**src/rtl/otbn_urnd_reseed_responder.sv**
```systemverilog
// URND reseed responder: fetches SeedWords EDN words on request, loads them into a
// Galois LFSR and exposes the LFSR state as URND data, stepping it on advance.
module otbn_urnd_reseed_responder #(
  parameter int unsigned          EdnDataWidth = 32,
  parameter int unsigned          SeedWords    = 2,
  parameter int unsigned          UrndWidth    = 64,
  parameter logic [UrndWidth-1:0] LfsrTaps     = 64'hD800_0000_0000_0000,
  parameter logic [UrndWidth-1:0] DefaultSeed  = 64'h5A5A_C3C3_0F0F_9696
) (
  input  logic                    clk_i,
  input  logic                    rst_ni,
  input  logic                    urnd_reseed_req_i,
  output logic                    urnd_reseed_busy_o,
  input  logic                    urnd_advance_i,
  output logic [UrndWidth-1:0]    urnd_data_o,
  output logic                    edn_req_o,
  input  logic                    edn_ack_i,
  input  logic [EdnDataWidth-1:0] edn_data_i
);

  localparam int unsigned CntW = (SeedWords > 1) ? $clog2(SeedWords) : 1;

  typedef enum logic [1:0] {
    StIdle,
    StFetch,
    StCommit
  } state_e;

  state_e                r_state;
  state_e                w_state_next;
  logic [CntW-1:0]       r_word_cnt;
  logic [UrndWidth-1:0]  r_seed;
  logic [UrndWidth-1:0]  r_lfsr;
  logic                  w_last_word;
  logic [UrndWidth-1:0]  w_lfsr_step;
  logic [UrndWidth-1:0]  w_commit_seed;

  assign w_last_word   = (r_word_cnt == CntW'(SeedWords - 1));
  assign w_lfsr_step   = (r_lfsr >> 1) ^ (r_lfsr[0] ? LfsrTaps : '0);
  // An all-zero seed would lock the LFSR, so fall back to the default seed.
  assign w_commit_seed = (r_seed == '0) ? DefaultSeed : r_seed;

  // NOTE: next-state defaults to the current state first, so no path leaves it unassigned (no latch).
  always_comb begin
    w_state_next = r_state;
    unique case (r_state)
      StIdle:   if (urnd_reseed_req_i)            w_state_next = StFetch;
      StFetch:  if (edn_ack_i && w_last_word)     w_state_next = StCommit;
      StCommit:                                   w_state_next = StIdle;
      default:                                    w_state_next = StIdle;
    endcase
  end

  // NOTE: sequential state uses non-blocking assignments so every register sees pre-edge values.
  always_ff @(posedge clk_i or negedge rst_ni) begin
    if (!rst_ni) begin
      r_state <= StIdle;
    end else begin
      r_state <= w_state_next;
    end
  end

  // NOTE: the seed buffer is reset too, so a fetch abandoned by reset leaves no stale entropy behind.
  always_ff @(posedge clk_i or negedge rst_ni) begin
    if (!rst_ni) begin
      r_word_cnt <= '0;
      r_seed     <= '0;
    end else if (r_state == StIdle && urnd_reseed_req_i) begin
      r_word_cnt <= '0;
    end else if (r_state == StFetch && edn_ack_i) begin
      for (int unsigned w = 0; w < SeedWords; w++) begin
        if (r_word_cnt == CntW'(w)) begin
          r_seed[w*EdnDataWidth +: EdnDataWidth] <= edn_data_i;
        end
      end
      if (!w_last_word) begin
        r_word_cnt <= r_word_cnt + CntW'(1);
      end
    end
  end

  // Commit load wins; advance is only honoured while idle.
  always_ff @(posedge clk_i or negedge rst_ni) begin
    if (!rst_ni) begin
      r_lfsr <= DefaultSeed;
    end else if (r_state == StCommit) begin
      r_lfsr <= w_commit_seed;
    end else if (r_state == StIdle && urnd_advance_i) begin
      r_lfsr <= w_lfsr_step;
    end
  end

  assign urnd_reseed_busy_o = (r_state != StIdle);
  assign edn_req_o          = (r_state == StFetch);
  assign urnd_data_o        = r_lfsr;

  a_state_valid: assert property (@(posedge clk_i) disable iff (!rst_ni)
    r_state inside {StIdle, StFetch, StCommit});
  a_lfsr_nonzero: assert property (@(posedge clk_i) disable iff (!rst_ni)
    r_lfsr != '0);
  a_edn_req_held: assert property (@(posedge clk_i) disable iff (!rst_ni)
    (edn_req_o && !edn_ack_i) |=> edn_req_o);
  a_reseed_req_idle: assert property (@(posedge clk_i) disable iff (!rst_ni)
    urnd_reseed_req_i |-> (r_state == StIdle));
  a_edn_ack_fetch: assert property (@(posedge clk_i) disable iff (!rst_ni)
    edn_ack_i |-> (r_state == StFetch));
  a_known_outputs: assert property (@(posedge clk_i) disable iff (!rst_ni)
    !$isunknown({urnd_reseed_busy_o, edn_req_o, urnd_data_o}));

endmodule

```
**config.mk**
```make
export PLATFORM = sky130hd
export DESIGN_NAME = otbn_urnd_reseed_responder
export DESIGN_NICKNAME = d
export VERILOG_FILES = /design/src/rtl/otbn_urnd_reseed_responder.sv
export SDC_FILE = /design/constraint.sdc
export NUM_CORES = 1
export LEC_CHECK = 0
export CAP_MARGIN = 10
export CORE_MARGIN = 1
export CORE_UTILIZATION = 40
export CTS_CLUSTER_DIAMETER = 80
export DETAILED_ROUTE_END_ITERATION = 16
export GPL_TIMING_DRIVEN = 0
export PLACE_DENSITY = 0.61
export SYNTH_ARGS = -nofsm -noshare
export SYNTH_HDL_FRONTEND = slang
export SYNTH_SLANG_ARGS = --single-unit
export TNS_END_PERCENT = 5
```
**constraint.sdc**
```tcl
create_clock -name clk_i -period 3.7 [get_ports clk_i]
set_input_delay 0.925 -clock clk_i [delete_from_list [all_inputs] [get_ports clk_i]]
set_output_delay 0.925 -clock clk_i [all_outputs]
set_load 0.005 [all_outputs]
```
Word-level counts from Yosys, hierarchy flattened --
Index checks and enable logic that the tools add are counted.
Operators by class: add/subtract/negate cells 1, equal/unequal tests 4, multiplexer cells 10, bitwise operators 3, reductions and logical operators 12
Operator list (count):
- 2-to-1 mux 64 bit | 4
- zero test 64 bit | 1
- XOR 63 x 64 -> 64 bit | 1
- AND reduction 3 bit | 2
- nonzero test 2 bit | 3
- logical AND 1 bit | 4
- 2-to-1 mux 2 bit | 2
- case mux 2 bit (2 select lines) | 1
- 2-to-1 mux 1 bit | 3
- equality test 2 x 1 -> 1 bit (second input constant) | 1
- equality test 2 bit (second input constant) | 1
- zero test 2 bit | 1
- != test 2 x 1 -> 1 bit (second input constant) | 1
- != test 2 bit (second input constant) | 1
- inverter 1 bit | 2
- AND reduction 2 bit | 1
- adder 1 bit (second input constant) | 1
Word-level totals: register bits after elaboration 131, input bits 37, output and inout bits 66, logic and storage cells 35

Depth between registers and ports, before layout --
Gate-level depths: netlist of the first run.
word-level depth 4, mapped depth 6, mapped depth without buffers 4

Worst setup path after synthesis of the first run --
Ideal clock, no wire load.
path type in2reg, from in urnd_advance_i, to reg r_lfsr[3], in the netlist urnd_data_o[3], library setup time 0.083 ns, data arrival time 2.042 ns, required time 3.617 ns, slack 1.575 ns, stages on the path 6, buffers on the path 3, cells stage by stage clkbuf_1 > nor2b_1 > clkbuf_1 > clkbuf_1 > a21oi_1 > o21ai_0
On the way: cells in the longest elaborated chain, start to end 2
RTL lines:
- start: declaration | line 14 | input logic urnd_advance_i,
- logical AND 1 bit | line 88 | end else if (r_state == StIdle && urnd_advance_i) begin
- nonzero test 2 bit (no source line)
- end signal: assignment | line 85 | r_lfsr <= DefaultSeed;
- end signal: assignment | line 87 | r_lfsr <= w_commit_seed;
- end signal: assignment | line 89 | r_lfsr <= w_lfsr_step;
- end: declaration | line 33 | logic [UrndWidth-1:0] r_lfsr;
Every way passes these cells. A chain may end at the register's enable or synchronous reset.

Worst setup path in the final report of the first run --
from reg r_state[0], to out urnd_reseed_busy_o
On the way: cells in the longest elaborated chain, start to end 1
RTL lines:
- start: declaration | line 29 | state_e r_state;
- start signal: assignment | line 57 | r_state <= StIdle;
- start signal: assignment | line 59 | r_state <= w_state_next;
- nonzero test 2 bit | line 93 | assign urnd_reseed_busy_o = (r_state != StIdle);
- end: declaration | line 13 | output logic urnd_reseed_busy_o,
Every way passes these cells.

==> impl_metrics.env, run 1 <==
export IMPL_num_antenna_cells=0
export IMPL_layout_setup_ws_ps=766
export IMPL_initial_utilization_pct=41.1
export IMPL_vdd_drop_max_uv=460
export IMPL_cap_violations=0
export IMPL_nFillCells=1299
export IMPL_fin_skew_ps=15.0
export IMPL_drt_pass1_iterations=6
export IMPL_track_usage_pct=24.0
export IMPL_cp_end_kind="output port"
export IMPL_ys_ff_latch=131
export IMPL_synth_edf_count=0
export IMPL_synthTopCellsByCount="dfrtp_1 (99), nor2_1 (65), o21ai_0 (50), mux2_2 (48), a21oi_1 (39)"
export IMPL_slew_violations=0
export IMPL_p_per_area_nw_per_um2=1000
export IMPL_post_cts_buffers=0
export IMPL_syn_nets=588
export IMPL_status="finished clean"
export IMPL_synth_top_area_share_pct=41.3
export IMPL_avgSynthCellArea_um2=10.9
export IMPL_fmax_mhz=341
export IMPL_period_share_pct=79.3
export IMPL_dp_cells=837
export IMPL_drtIter0Drc=361
export IMPL_rows=44
export IMPL_finalNonFillerCells=869
export IMPL_insertion_delay_ps=420
export IMPL_drc_errors=0
export IMPL_ant_nets=0
export IMPL_dp_hpwl_um=13100
export IMPL_worstPathRequired_ps=2770
export IMPL_yosysWarnings=0
export IMPL_synthTopCellsByArea="dfrtp_1 (41%), dfstp_2 (14%), mux2_2 (9.0%), a221oi_2 (6.8%), o21ai_0 (4.2%)"
export IMPL_worstMarginPinSlew_ps=788
export IMPL_setup_viol=0
export IMPL_async_flop_share_pct=100
export IMPL_die_w_um=125
export IMPL_hold_worst_slack_ps=490
export IMPL_crit_slowest_cell="clkdlybuf4s50_1"
export IMPL_setup_tns_ps=0
export IMPL_cp_start_kind="register"
export IMPL_core_area_um2=14600
export IMPL_fin_nets=709
export IMPL_place_congestion=0.837
export IMPL_drt_vias_per_instance=5.52
export IMPL_ctsResizeCount=0
export IMPL_grt_pass1_vias=4802
export IMPL_grt_start_max_net_pins=73
export IMPL_wire_per_inst_um=20.6
export IMPL_relSlewSlack_pct=47.5
export IMPL_path_clk_slew_ps=50
export IMPL_cts_sinks=131
export IMPL_worstPathArrival_ps=2010
export IMPL_grt_pass1_wl_um=28200
export IMPL_synth_adder_area_share_pct=0
export IMPL_hold_path_class="primary input to asynchronous set/reset pin"
export IMPL_rsz0062_at_grt="no"
export IMPL_post_place_ws_ps=787
export IMPL_crit_buf_inv=3
export IMPL_routed_wl_um=17900
export IMPL_dieArea_um2=15500
export IMPL_synth_mux_area_share_pct=9.00
export IMPL_min_period_ps=2930
export IMPL_crit_type="register to output port"
export IMPL_critical_path_max_stage_delay_ps=490
export IMPL_cts_tree="built"
export IMPL_clock_root_buffer="clkbuf_16"
export IMPL_leakage_nw=3.22
export IMPL_yosysMostFrequentCell="dfrtp_1"
export IMPL_io_buffers=101
export IMPL_synth_top_family_by_area="compound AO/OA/AOI/OAI gates"
export IMPL_yosysSeqAreaShare_pct=55.3
export IMPL_hold_viol=0
export IMPL_die_h_um=125
export IMPL_synth_cells=551
export IMPL_num_vias=4794
export IMPL_synth_compound_area_share_pct=19.1
export IMPL_yosys_cell_types_count=23
export IMPL_htreeDepth=4
export IMPL_path_delay_family="buffers and inverters"
export IMPL_cts_buffers=17
export IMPL_cp_cell_sequence="clkbuf_1 -> inv_1 -> nand2_1 -> clkdlybuf4s50_1"
export IMPL_ios=103
export IMPL_drive_gt1_share_pct=21.2
export IMPL_ctsLongestPathBuffers=2
export IMPL_grt_ovfl_total=0
export IMPL_cp_max_fo=10
export IMPL_synth_simple_area_share_pct=11.0
export IMPL_syn_to_final_growth_pct=32.0
export IMPL_hold_buffers=0
export IMPL_synth_top_cell_by_area="dfrtp_1"
export IMPL_total_power_mw=7.94
export IMPL_syn_area_um2=6000
export IMPL_synth_xor_area_share_pct=0.438
export IMPL_ys_flop_type="dfrtp_1"
export IMPL_antenna_found_initial=0
## routing by layer
metal,vias to the layer above,GRT usage (%),wire [um]
met5,-,0,0
met2,166,36.8,8460
met3,23,5.28,1140
met1,2401,33.5,7990
li1,2204,-,-
met4,0,8.08,333
## worst paths after layout
kind	cells after the start	to	from	slack, ps
max in group asynchronous	2	urnd_data_o[17]	rst_ni	2420
hold reg to reg	2	urnd_data_o[27]	r_seed[27]	510
hold / removal	1	urnd_data_o[42]	rst_ni	490
min in group clk_i	2	urnd_data_o[27]	r_seed[27]	510
setup reg to reg	5	urnd_data_o[18]	r_seed[36]	1300
setup / recovery	4	urnd_reseed_busy_o	r_state[0]	770
## flip-flops by register name (all words and copies together), names as in the netlist
register	count
r_state	2
r_word_cnt	1
urnd_data_o	64
r_seed	64
## power by group
part	switching, mW	total (mW)	internal (mW)
sequential	0.760	3.07	2.31
clock	0.608	1.85	1.24
combinational	1.41	3.02	1.61
## cell families after synthesis
logic type / count (synthesis)
compound gates: 155
xor+xnor: 3
buf+inv: 76
flops: 131
mux: 48
simple gates: 138
## placed cells by master, fill, tap and decap left out
cell type        synthesis  final
nor4_1                  16     16
o21ai_0                 50     50
o22ai_1                  3      3
clkdlybuf4s50_1          0    100
dfrtp_1                 99     99
clkinvlp_4               0      1
a221oi_1                 2      2
o41a_1                   1      1
nand3_1                  1      1
a22oi_1                 32     32
clkbuf_16                0     17
clkbuf_1                34     36
nand2_1                 17     17
and3b_1                  1      1
nand4_1                  4      4
a221oi_2                27     27
nor2_1                  65     65
a21oi_1                 39     39
xnor2_1                  3      3
a311oi_1                 1      1
buf_16                   0      1
clkinv_2                 0      4
mux2_2                  48     48
buf_2                    3      3
nor2b_1                 34     34
bufinv_16                0      5
inv_1                   36     36
clkbuf_8                 0      3
buf_6                    3      4
dfstp_2                 32     32
## layout make-up
type                       instances  area [um^2]  share of cell area [%]
inverter                          36          135                    1.71
sequential                       131         3320                    41.9
clock buffer                      22          474                    5.98
clock inverter                    10          178                    2.24
multi-input combinational        344         2370                    29.9
tap                              184          230                    2.90
timing repair buffer             102         1040                    13.1
buffer                            40          176                    2.23
## worst register-to-register path: stages (launching register included)
cell and delay, ps:
dfrtp_1 410, nor4_1 550, nand4_1 260, o41a_1 580
buf_6 220, a221oi_2 280
## per-stage QoR
stage               cell area [um^2]  util (%)
floorplan                       6000         -
global placement                7240      49.7
detailed placement              7270      49.9
CTS                             7930      54.3
global route                    7930      54.3
finish                          7930      54.3
No activity file was read; power rests on OpenSTA's default activity.
==> run 2: changes to the inputs <==
Clock period 3.7 ns to 2.91 ns, I/O delays scaled along.
==> results of run 2 <==
The final DEF is identical to that of run 1. Status: finished clean.
Among the figures that moved: setup slack after placement 787 ps -> 194 ps; setup slack after layout 766 ps -> 174 ps; hold slack 490 ps -> 292 ps; register-to-register setup slack 1300 ps -> 510 ps; total power 7.94 mW -> 10.1 mW; worst IR drop on VDD 460 uV -> 585 uV
==> run 3: changes to the inputs <==
Settings changed: CELL_PAD_IN_SITES_DETAIL_PLACEMENT from default to 1, CELL_PAD_IN_SITES_GLOBAL_PLACEMENT from default to 1, PLACE_DENSITY 0.61 to 0.75.
==> impl_metrics.env, run 3 (same netlist as run 1, synthesis figures left out) <==
export IMPL_ctsLongestPathBuffers=2
export IMPL_io_buffers=101
export IMPL_hold_worst_slack_ps=235
export IMPL_nFillCells=1551
export IMPL_cts_tree="built"
export IMPL_initial_utilization_pct=41.1
export IMPL_drc_errors=0
export IMPL_post_cts_buffers=0
export IMPL_hold_buffers=0
export IMPL_grt_start_max_net_pins=88
export IMPL_min_period_ps=2730
export IMPL_fin_nets=709
export IMPL_drive_gt1_share_pct=21.3
export IMPL_mostFrequentLayoutCells="clkdlybuf4s50_1 (100), dfrtp_1 (99), nor2_1 (65)"
export IMPL_antenna_found_initial=0
export IMPL_drt_pass1_iterations=4
export IMPL_clock_root_buffer="clkbuf_16"
export IMPL_track_usage_pct=28.1
export IMPL_final_common_cell="clkdlybuf4s50_1"
export IMPL_cap_violations=0
export IMPL_cp_start_kind="register"
export IMPL_routed_wl_um=20800
export IMPL_setup_viol=0
export IMPL_cts_sinks=131
export IMPL_die_w_um=125
export IMPL_hold_path_class="primary input to asynchronous set/reset pin"
export IMPL_cp_max_fo=10
export IMPL_ios=103
export IMPL_worstMarginPinSlew_ps=839
export IMPL_post_place_ws_ps=108
export IMPL_relSlewSlack_pct=44.1
export IMPL_period_share_pct=93.9
export IMPL_drt_vias_per_instance=5.82
export IMPL_rsz0062_at_grt="no"
export IMPL_cp_end_kind="output port"
export IMPL_dp_hpwl_um=14500
export IMPL_worstPathArrival_ps=2000
export IMPL_cts_buffers=17
export IMPL_grt_pass1_vias=5534
export IMPL_htreeDepth=4
export IMPL_num_vias=5057
export IMPL_syn_to_final_growth_pct=32.3
export IMPL_status="finished clean"
export IMPL_fin_skew_ps=15.7
export IMPL_num_antenna_cells=0
export IMPL_grt_ovfl_total=0
export IMPL_cp_cell_sequence="clkbuf_1 -> inv_1 -> nand2_1 -> clkdlybuf4s50_1"
export IMPL_p_per_area_nw_per_um2=1300
export IMPL_critical_path_max_stage_delay_ps=490
export IMPL_insertion_delay_ps=440
export IMPL_ctsResizeCount=0
export IMPL_slew_violations=0
export IMPL_core_area_um2=14600
export IMPL_crit_slowest_cell="clkdlybuf4s50_1"
export IMPL_grt_pass1_wl_um=32300
export IMPL_rows=44
export IMPL_drtIter0Drc=282
export IMPL_vdd_drop_max_uv=573
export IMPL_wire_per_inst_um=23.9
export IMPL_dieArea_um2=15500
export IMPL_leakage_nw=3.23
export IMPL_path_clk_slew_ps=60
export IMPL_worstPathRequired_ps=2180
export IMPL_place_congestion=0.845
export IMPL_fmax_mhz=366
export IMPL_ant_nets=0
export IMPL_hold_viol=0
export IMPL_layout_setup_ws_ps=178
export IMPL_die_h_um=125
export IMPL_crit_type="register to output port"
-- run 3: final timing paths --
kind / from / end / slack [ps] / depth (start not counted)
max: r_state[0] / urnd_reseed_busy_o / 180 / 4
min: rst_ni / r_seed[37] / 230 / 1
max reg2reg: r_seed[30] / urnd_data_o[47] / 420 / 5
min reg2reg: r_seed[60] / urnd_data_o[60] / 520 / 2
max in group asynchronous: rst_ni / urnd_data_o[54] / 1840 / 2
min in group clk_i: r_seed[60] / urnd_data_o[60] / 520 / 2
-- run 3: power by group --
part | switching (mW) | total, mW | internal (mW)
Combinational | 1.93 | 3.98 | 2.05
Sequential | 1.00 | 3.94 | 2.93
Clock | 0.811 | 2.44 | 1.63
Total | 3.74 | 10.4 | 6.61
-- run 3: cell type report --
type | count | area, um^2 | share of cell area (%)
Sequential cell | 131 | 3320 | 41.8
Multi-Input combinational cell | 344 | 2370 | 29.9
Timing Repair Buffer | 102 | 1040 | 13.1
Clock buffer | 23 | 498 | 6.27
Tap cell | 184 | 230 | 2.90
Buffer | 40 | 176 | 2.22
Clock inverter | 9 | 173 | 2.17
Inverter | 36 | 135 | 1.70
-- run 3: metal layers --
| layer | up-vias | global-route usage (%) | wire length [um] |
|---|---|---|---|
| li1 | 2200 | - | - |
| met1 | 2608 | 34.5 | 8500 |
| met2 | 212 | 46.2 | 10200 |
| met3 | 37 | 7.65 | 1460 |
| met4 | 0 | 12.6 | 578 |
| met5 | - | 0 | 0 |
-- run 3: metrics by stage --
stage / setup TNS, ps / utilization [%] / cells / instance area [um^2] / power, mW
after global placement: -482730 / 49.7 / 836 / 7240 / 7.61
final: 0 / 54.5 / 869 / 7940 / 10.4
after CTS: 0 / 54.5 / 869 / 7940 / 10.4
after global routing: 0 / 54.5 / 869 / 7940 / 10.9
after detailed placement: 0 / 49.9 / 837 / 7270 / 7.85
after floorplan: 0 / - / 551 / 6000 / 5.80
-- run 3: critical path: cells and delay by family (launching register included) --
family / cells / cell delay [ps]
buffers and inverters: 3 / 1100
AND/OR/NAND/NOR: 1 / 110
flip-flops: 1 / 370
